`config.mk`:
```
export PLATFORM = sky130hd
export DESIGN_NAME = nine_segment_symbol_sequencer
export DESIGN_NICKNAME = d
export VERILOG_FILES = /design/src/rtl/nine_segment_symbol_sequencer.sv
export SDC_FILE = /design/constraint.sdc
export NUM_CORES = 1
export LEC_CHECK = 0
export CAP_MARGIN = 20
export CORE_UTILIZATION = 40
export CTS_BUF_LIST = sky130_fd_sc_hd__clkbuf_4 sky130_fd_sc_hd__clkbuf_8
export DETAILED_ROUTE_END_ITERATION = 8
export GPL_TIMING_DRIVEN = 0
export PLACE_DENSITY = 0.6
export SLEW_MARGIN = 20
export SYNTH_ARGS = -nofsm -noshare
export SYNTH_HDL_FRONTEND = slang
export SYNTH_SLANG_ARGS = --single-unit
```
`constraint.sdc`:
```
create_clock -name clk -period 2.7 [get_ports clk]
set_input_delay 0.675 -clock clk [delete_from_list [all_inputs] [get_ports clk]]
set_output_delay 0.675 -clock clk [all_outputs]
set_load 0.01 [all_outputs]
```
`src/rtl/nine_segment_symbol_sequencer.sv`:
```
// Symbol FIFO feeding a 3x3 nine-segment glyph display with a per-glyph dwell timer.
// Optional feature macro: NSEG_BLANK_GAP_EN inserts a blank, busy gap of DWELL
// cycles after every glyph.
module nine_segment_symbol_sequencer #(
    parameter int unsigned DEPTH = 8,
    parameter int unsigned DWELL = 4
) (
    input  logic       clk,
    input  logic       rst_n,
    input  logic       in_valid,
    input  logic [3:0] in_code,
    output logic       in_ready,
    output logic [8:0] segments,
    output logic       busy,
    output logic [4:0] level
);

    localparam int unsigned AW = (DEPTH > 1) ? $clog2(DEPTH) : 1;
    localparam int unsigned CW = 8;
    localparam int unsigned LW = 5;
    localparam logic [CW-1:0] DWELL_M1 = CW'(DWELL - 1);

`ifdef NSEG_BLANK_GAP_EN
    typedef enum logic [1:0] {
        S_IDLE = 2'd0,
        S_SHOW = 2'd1,
        S_GAP  = 2'd2
    } state_t;
`else
    typedef enum logic [1:0] {
        S_IDLE = 2'd0,
        S_SHOW = 2'd1
    } state_t;
`endif

    state_t          r_state;
    state_t          w_state_nxt;
    logic [CW-1:0]   r_cnt;
    logic [CW-1:0]   w_cnt_nxt;
    logic [8:0]      r_seg;
    logic [8:0]      w_seg_nxt;

    logic [3:0]      r_mem [DEPTH];
    logic [AW-1:0]   r_wr_ptr;
    logic [AW-1:0]   r_rd_ptr;
    logic [LW-1:0]   r_level;

    logic            w_full;
    logic            w_empty;
    logic            w_push;
    logic            w_pop;
    logic [8:0]      w_head_glyph;

    // Code to 3x3 glyph, bit 3*row+col; codes without a glyph are blank.
    function automatic logic [8:0] glyph(input logic [3:0] code);
        logic [8:0] g;
        case (code)
            4'd0:    g = 9'h1EF;
            4'd1:    g = 9'h092;
            4'd2:    g = 9'h1D7;
            4'd3:    g = 9'h1F7;
            4'd4:    g = 9'h13D;
            4'd5:    g = 9'h1DF;
            4'd6:    g = 9'h1F9;
            4'd7:    g = 9'h127;
            4'd8:    g = 9'h1FF;
            4'd9:    g = 9'h13F;
            default: g = 9'h000;
        endcase
        return g;
    endfunction

    assign w_full       = (r_level == LW'(DEPTH));
    assign w_empty      = (r_level == '0);
    assign in_ready     = rst_n & ~w_full;
    assign w_push       = in_valid & in_ready;
    assign w_head_glyph = glyph(r_mem[r_rd_ptr]);

    // FIFO storage; writes only happen on an accepted transfer.
    always_ff @(posedge clk) begin
        if (w_push) begin
            r_mem[r_wr_ptr] <= in_code;
        end
    end

    // FIFO pointers and occupancy; simultaneous push and pop leave the level unchanged.
    always_ff @(posedge clk) begin
        if (!rst_n) begin
            r_wr_ptr <= '0;
            r_rd_ptr <= '0;
            r_level  <= '0;
        end else begin
            if (w_push) begin
                r_wr_ptr <= r_wr_ptr + AW'(1);
            end
            if (w_pop) begin
                r_rd_ptr <= r_rd_ptr + AW'(1);
            end
            case ({w_push, w_pop})
                2'b10:   r_level <= r_level + LW'(1);
                2'b01:   r_level <= r_level - LW'(1);
                default: r_level <= r_level;
            endcase
        end
    end

    // Sequencer state register.
    always_ff @(posedge clk) begin
        if (!rst_n) begin
            r_state <= S_IDLE;
        end else begin
            r_state <= w_state_nxt;
        end
    end

    // Dwell counter and displayed glyph registers.
    always_ff @(posedge clk) begin
        if (!rst_n) begin
            r_cnt <= '0;
            r_seg <= '0;
        end else begin
            r_cnt <= w_cnt_nxt;
            r_seg <= w_seg_nxt;
        end
    end

    // Next state, pop request and next display contents.
    always_comb begin
        w_state_nxt = r_state;
        w_cnt_nxt   = r_cnt;
        w_seg_nxt   = r_seg;
        w_pop       = 1'b0;
        case (r_state)
            S_IDLE: begin
                w_seg_nxt = '0;
                if (!w_empty) begin
                    w_pop       = 1'b1;
                    w_seg_nxt   = w_head_glyph;
                    w_cnt_nxt   = DWELL_M1;
                    w_state_nxt = S_SHOW;
                end
            end
            S_SHOW: begin
                if (r_cnt == '0) begin
`ifdef NSEG_BLANK_GAP_EN
                    w_seg_nxt   = '0;
                    w_cnt_nxt   = DWELL_M1;
                    w_state_nxt = S_GAP;
`else
                    if (!w_empty) begin
                        w_pop     = 1'b1;
                        w_seg_nxt = w_head_glyph;
                        w_cnt_nxt = DWELL_M1;
                    end else begin
                        w_seg_nxt   = '0;
                        w_state_nxt = S_IDLE;
                    end
`endif
                end else begin
                    w_cnt_nxt = r_cnt - CW'(1);
                end
            end
`ifdef NSEG_BLANK_GAP_EN
            S_GAP: begin
                w_seg_nxt = '0;
                if (r_cnt == '0) begin
                    if (!w_empty) begin
                        w_pop       = 1'b1;
                        w_seg_nxt   = w_head_glyph;
                        w_cnt_nxt   = DWELL_M1;
                        w_state_nxt = S_SHOW;
                    end else begin
                        w_state_nxt = S_IDLE;
                    end
                end else begin
                    w_cnt_nxt = r_cnt - CW'(1);
                end
            end
`endif
            default: begin
                w_seg_nxt   = '0;
                w_cnt_nxt   = '0;
                w_state_nxt = S_IDLE;
            end
        endcase
    end

    // Outputs derived from registered state only.
    always_comb begin
        segments = r_seg;
        busy     = (r_state != S_IDLE);
        level    = r_level;
    end

endmodule

```
Word level (Yosys, flattened, before mapping):

Memory sizes are Yosys's and may differ from the RTL's. A register that Yosys moved wholly into a read port is not among the register bits.
Cells that the tools add are included.

* bitwise logic cells: 3
* eq/ne operators: 7
* add/sub/neg operators: 5
* multiplexer cells: 18
* reduce and logical (&&, ||, !) cells: 6

Operators with widths (number)
* $mux 9: 2
* $pmux 9 s2: 1
* $mux 8: 2
* $pmux 8 s2: 1
* $pmux 5 s2: 1
* $logic_not 8->1: 1
* $sub 8x1->8 const B: 1
* $add 3x1->3 const B: 2
* $mux 2: 3
* $mux 3: 2
* $ne 2x2->1 const B: 3
* $add 5x1->5 const B: 1
* $eq 5x4->1 const B: 1
* $logic_not 5->1: 1
* $sub 5x1->5 const B: 1
* $eq 2x1->1 const B: 2
* $mux 1: 4
* $pmux 2 s2: 1
* $reduce_bool 2->1: 2
* $reduce_and 3->1: 1
* $and 1x1->1: 2
* $eq 2x2->1 const B: 1
* $logic_not 2->1: 1
* $pmux 1 s2: 1
* $not 1->1: 1

* input bits: 7
* memories kept: 2
* ROM bits: 144
* word-level logic and storage cells: 47
* output and inout port bits: 16
* memory bits (writable): 32
* register bits after elaboration: 30

Memory list
* (name not given): words 16, bits a word 9, read ports 1, clocked after memory_dff 0, write ports 0, RTL line 57 `case (code)`
* r_mem: words 8, bits a word 4, read ports 1, clocked after memory_dff 1, write ports 1, RTL line 43 `logic [3:0] r_mem [DEPTH];`

Logic depth before layout (Yosys ltp):

* depth in word-level cells: 6
* gate-level depth with buffers: 14
* mapped depth without buffers: 13

Worst setup path before layout:

No wires, ideal clock.

* path kind: input port to flip-flop
* start: in rst_n
* end: reg r_level[4], in the netlist level[4]
* stages on the path: 11
* required time: 2.629 ns
* arrival time: 2.941 ns
* path buffers: 0
* path slack: -0.311 ns
* cell sequence: inv_1 a21oi_1 nand2_1 ha_1 xor2_1 ha_1 a211o_1 a21oi_1 a221oi_1 or3_1 a21oi_1

* longest elaborated chain between the ends: 4
* elaborated cells between the ends (all ways): 6
* those cells by class: eq/ne (2); mux (1); bitwise (2); reduce/logical (1)

RTL lines
* from (decl): RTL line 9 `input logic rst_n,`
* $and 1x1->1 (*): RTL line 75 `assign in_ready = rst_n & ~w_full;`
* net in_ready: RTL line 12 `output logic in_ready,`
* $and 1x1->1 (*): RTL line 76 `assign w_push = in_valid & in_ready;`
* $eq 2x1->1 or $eq 2x2->1 (tied branches): RTL line 99 `case ({w_push, w_pop})`
* $pmux 5 s2 or $reduce_bool 2->1 (tied branches)
* to (signal assigned): RTL line 100 `2'b10: r_level <= r_level + LW'(1);`
* to (signal assigned): RTL line 101 `2'b01: r_level <= r_level - LW'(1);`
* to (signal assigned): RTL line 102 `default: r_level <= r_level;`
* to (decl): RTL line 46 `logic [LW-1:0] r_level;`

The timed path passes the listed nets; every way through them passes the cells marked *.
A chain may end at the register's enable or synchronous reset.

Worst setup path in the final report:

* start: reg r_cnt[6]
* end: reg r_level[4], in the netlist level[4]

* longest elaborated chain between the ends: 5
* elaborated cells between the ends (all ways): 7
* those cells by class: eq/ne (2); mux (3); reduce/logical (2)

RTL lines
* from (decl): RTL line 38 `logic [CW-1:0] r_cnt;`
* from (signal assigned): RTL line 122 `r_cnt <= w_cnt_nxt;`
* $logic_not 8->1 (*): RTL line 144 `if (r_cnt == '0) begin`
* $mux 1 (*): RTL line 144
* $pmux 1 s2 (*): RTL line 133 `case (r_state)`
* $eq 2x1->1 or $eq 2x2->1 (tied branches): RTL line 99
* $pmux 5 s2 or $reduce_bool 2->1 (tied branches)

Every way passes the cells marked *; elsewhere a longest branch is shown, timed or not.

==> qor.csv <==
stage;metric;value;unit
final_layout;seqCellArea;1590;um2
cts;cts_hold_buf;0;
synth;synth_top_area_share;32.7;%
final_layout;stdcell_area;3700;um2
setup_path;startpoint_type;register;
synth;synth_top_cell_by_area;edfxtp_1;
timing;setup_viol;1;
route;ant_nets;0;
synth;yosys_most_used_dff;edfxtp_1;
timing;finalClockSkew;0.00725;ns
power;p_int;2.83;mW
cts;cts_tree;built;
die;die_h;87.7;um
hold_path;holdPathStages;1;
timing;final_hold_viol_count;0;
die;start_util;42.3;%
power;sw_frac_of_total;34.4;%
setup_path;crit_slowest_cell;or4_4;
grt;grt_pass1_vias;1799;
synth;syn-mean-instance-area;12.2;um2
timing;period_needed;2.71;ns
cts;htreeDepth;3;
route;vias_per_cell;5.01;
power;ir_drop;0.369;mV
cts;clkTransAtPathRegs;0.07;ns
synth;netlist_area;2940;um2
place;hpwl;3.75;mm
timing;fin_ws;-0.00801;ns
setup_path;path_common_cell;a21oi_2;
place;portBuffers;22;
power;leakage;1.35;nW
grt;antenna_found_initial;0;
route;dr.pass1.iters;4;
synth;seq_area_frac_synth;53.8;%
die;core-area;6940;um2
final_layout;num-fill-cells;601;
final_layout;syn_to_final_growth;26.1;%
final_layout;finish.utilization;53.3;%
synth;synth_edf_count;32;
setup_path;cp.depth;11;
hold_path;hp-class;reg2reg;
cts;cts_buffers;9;
die;die_area;7690;um2
timing;rsz0062_at_grt;yes;
timing;slew_headroom;32.7;%
grt;grt_overflow_total;0;
power;power_frac_comb;46.3;%
setup_path;path_buf_inv;0;
timing;fin_crit_sh;100;%
setup_path;critPathKind;reg2reg;
route;vias;1917;
synth;ys_seq_elements;63;
cts;insertion_delay;0.33;ns
final_layout;multi_input_area;1340;um2
timing;max_freq;369;MHz
timing;slew_violations;0;
die;row_count;30;
final_layout;layout.nets;301;
cts;cts.path.max_buffers;2;
synth;yosysWarnings;0;
final_layout;num_antenna_cells;0;
power;p_per_area;1160;nW/um2
route;wire_per_inst;14.4;um
grt;grt_max_degree;12;
die;io_pins;23;
synth;ys_async_sr_fraction;0;%
synth;yosysUniqueCellTypes;50;
route;drc;0;
setup_path;critPathMaxFanout;4;
setup_path;critPathArrivalTime;2.97;ns
setup_path;cp.required;2.96;ns
die;die_width;87.7;um
place;place_area;3310;um2
synth;yosys-top-cells-area;edfxtp_1 (33%), dfxtp_1 (21%), mux4_1 (7.2%);
route;drt_iter0_markers;106;
job;maxCapViolations;0;
synth;synthesis.nets;259;
setup_path;cp_top_family;simple AND/OR/NAND/NOR gates;
status;status;finished with violations;
cts;clkSinkCount;63;
cts;clock-root-buffer;clkbuf_8;
place;gp_congestion;0.751;
power;power.switching;1.48;mW
status;violations;setup timing;
setup_path;rr_worst_depth;11;
grt;grt_pass1_wl;8.91;mm
route;drt-total-wl;5.53;mm
synth;syn_inst;240;
grt;grt.total_usage;15.9;%
timing;worstMarginPinSlew;1.00;ns
power;seqPwrFrac;30.7;%
power;p_clk_share;22.9;%
setup_path;crit_path_end_kind;register;
final_layout;drive_gt1_share;23.0;%
setup_path;path_cells;or4_4, o31ai_4, and2_4, ha_4, xor2_1, ha_2, a211o_1, a21oi_2, a221oi_2, or3_1, a21oi_2;
setup_path;critPathMaxStageDelay;0.55;ns
==> cell type report <==
class / instances / share of cell area (%)
sequential: 63 / 42.9
multi-input combinational: 156 / 36.1
timing repair buffer: 34 / 8.45
clock buffer: 10 / 3.55
tap: 96 / 3.24
clock inverter: 6 / 2.94
buffer: 9 / 1.79
inverter: 9 / 0.980
==> cell usage after synthesis (3+ instances only) <==
cell      count
o21a_1        5
xor2_1        7
nor4_1        3
nor3_1        8
a21oi_1      12
clkbuf_1      4
dfxtp_1      31
inv_1         9
nor2_1       22
nand2b_1      6
mux2i_4       3
nand3_1       9
ha_1         12
o21ai_0       5
nand2_1      15
mux4_1        8
edfxtp_1     32
and2_1        3
xnor2_1       4
o21ai_1       3
==> cells in the final DEF, fill, tap and decap left out, drive strengths merged, types with 8 or more instances in the layout <==
master	Yosys	final
nor3	8	8
clkdlybuf4s50	0	21
mux4	8	8
nand2	15	15
o21ai	8	8
a21oi	13	13
inv	9	9
buf	6	17
edfxtp	32	32
nor2	22	22
nand3	9	9
clkbuf	6	14
dfxtp	31	31
ha	12	12
==> power groups by stage <==
stage	sequential (mW)	combinational, mW	clock, mW
floorplan	1.35	1.27	0
global placement	1.32	1.74	0
CTS	1.31	1.89	1.01
global route	1.35	2.19	1.06
detailed placement	1.32	1.76	0
finish	1.32	2.00	0.987
==> worst register-to-register path, stage by stage, from the launching register on <==
cell,delay (ns)
dfxtp_2,0.32
or4_4,0.55
o31ai_4,0.21
and2_4,0.21
ha_4,0.15
xor2_1,0.06
ha_2,0.20
a211o_1,0.28
a21oi_2,0.13
a221oi_2,0.05
or3_1,0.33
a21oi_2,0.13
==> per-layer routing <==
| layer | part of all wire (%) | routed length (um) | vias to the layer above | track usage [%] |
|---|---|---|---|---|
| met3 | 2.7 | 147 | 9 | 3.86 |
| met2 | 47 | 2600 | 30 | 24.9 |
| met1 | 49 | 2690 | 905 | 20.4 |
| met5 | 0 | 0 | - | 0 |
| li1 | - | - | 973 | - |
| met4 | 1.6 | 89 | 0 | 8.49 |
==> final timing paths <==
| path | from | to | slack (ns) |
|---|---|---|---|
| min reg2reg | r_cnt[0] | r_cnt[0] | 0.46 |
| min | r_cnt[0] | r_cnt[0] | 0.46 |
| max | r_cnt[6] | level[4] | -0.008 |
| max reg2reg | r_cnt[6] | level[4] | -0.008 |
==> stage by stage <==
stage	worst slack, ns	power (mW)	setup TNS (ns)	hold slack (ns)	cells
5_1_grt	-0.126	4.60	-0.126	0.482	383
3_5_place_dp	-0.697	3.09	-5.50	0.457	358
3_3_place_gp	-0.678	3.06	-5.64	0.454	358
4_1_cts	-0.226	4.21	-0.326	0.467	381
2_1_floorplan	-0.0444	2.62	-0.0444	0.458	240
6_report	-0.00801	4.31	-0.00801	0.459	383
==> kinds of logic after synthesis <==
family / after synthesis / share of synthesized area [%]
simple gates: 77 / 13.0
flops: 63 / 53.8
compound gates: 42 / 10.3
mux: 14 / 10.5
xor+xnor: 11 / 3.28
fa+ha+maj: 12 / 5.11
buf+inv: 21 / 3.92
==> state kept, by name (all words and copies together), names as in the netlist, named ones only <==
| name | cells |
|---|---|
| r_mem | 32 |
| r_cnt | 8 |
| segments | 8 |
| level | 5 |
| r_rd_ptr | 3 |
| r_wr_ptr | 3 |
| r_state | 1 |
==> what timing repair did <==
item                       4_1_cts  5_1_grt
gates resized for setup          5       17
pin swaps                        9       10
gates cloned                     0        0
setup buffers                    8        4
setup endpoints to repair        3        4
No activity file was read; power rests on OpenSTA's default activity.
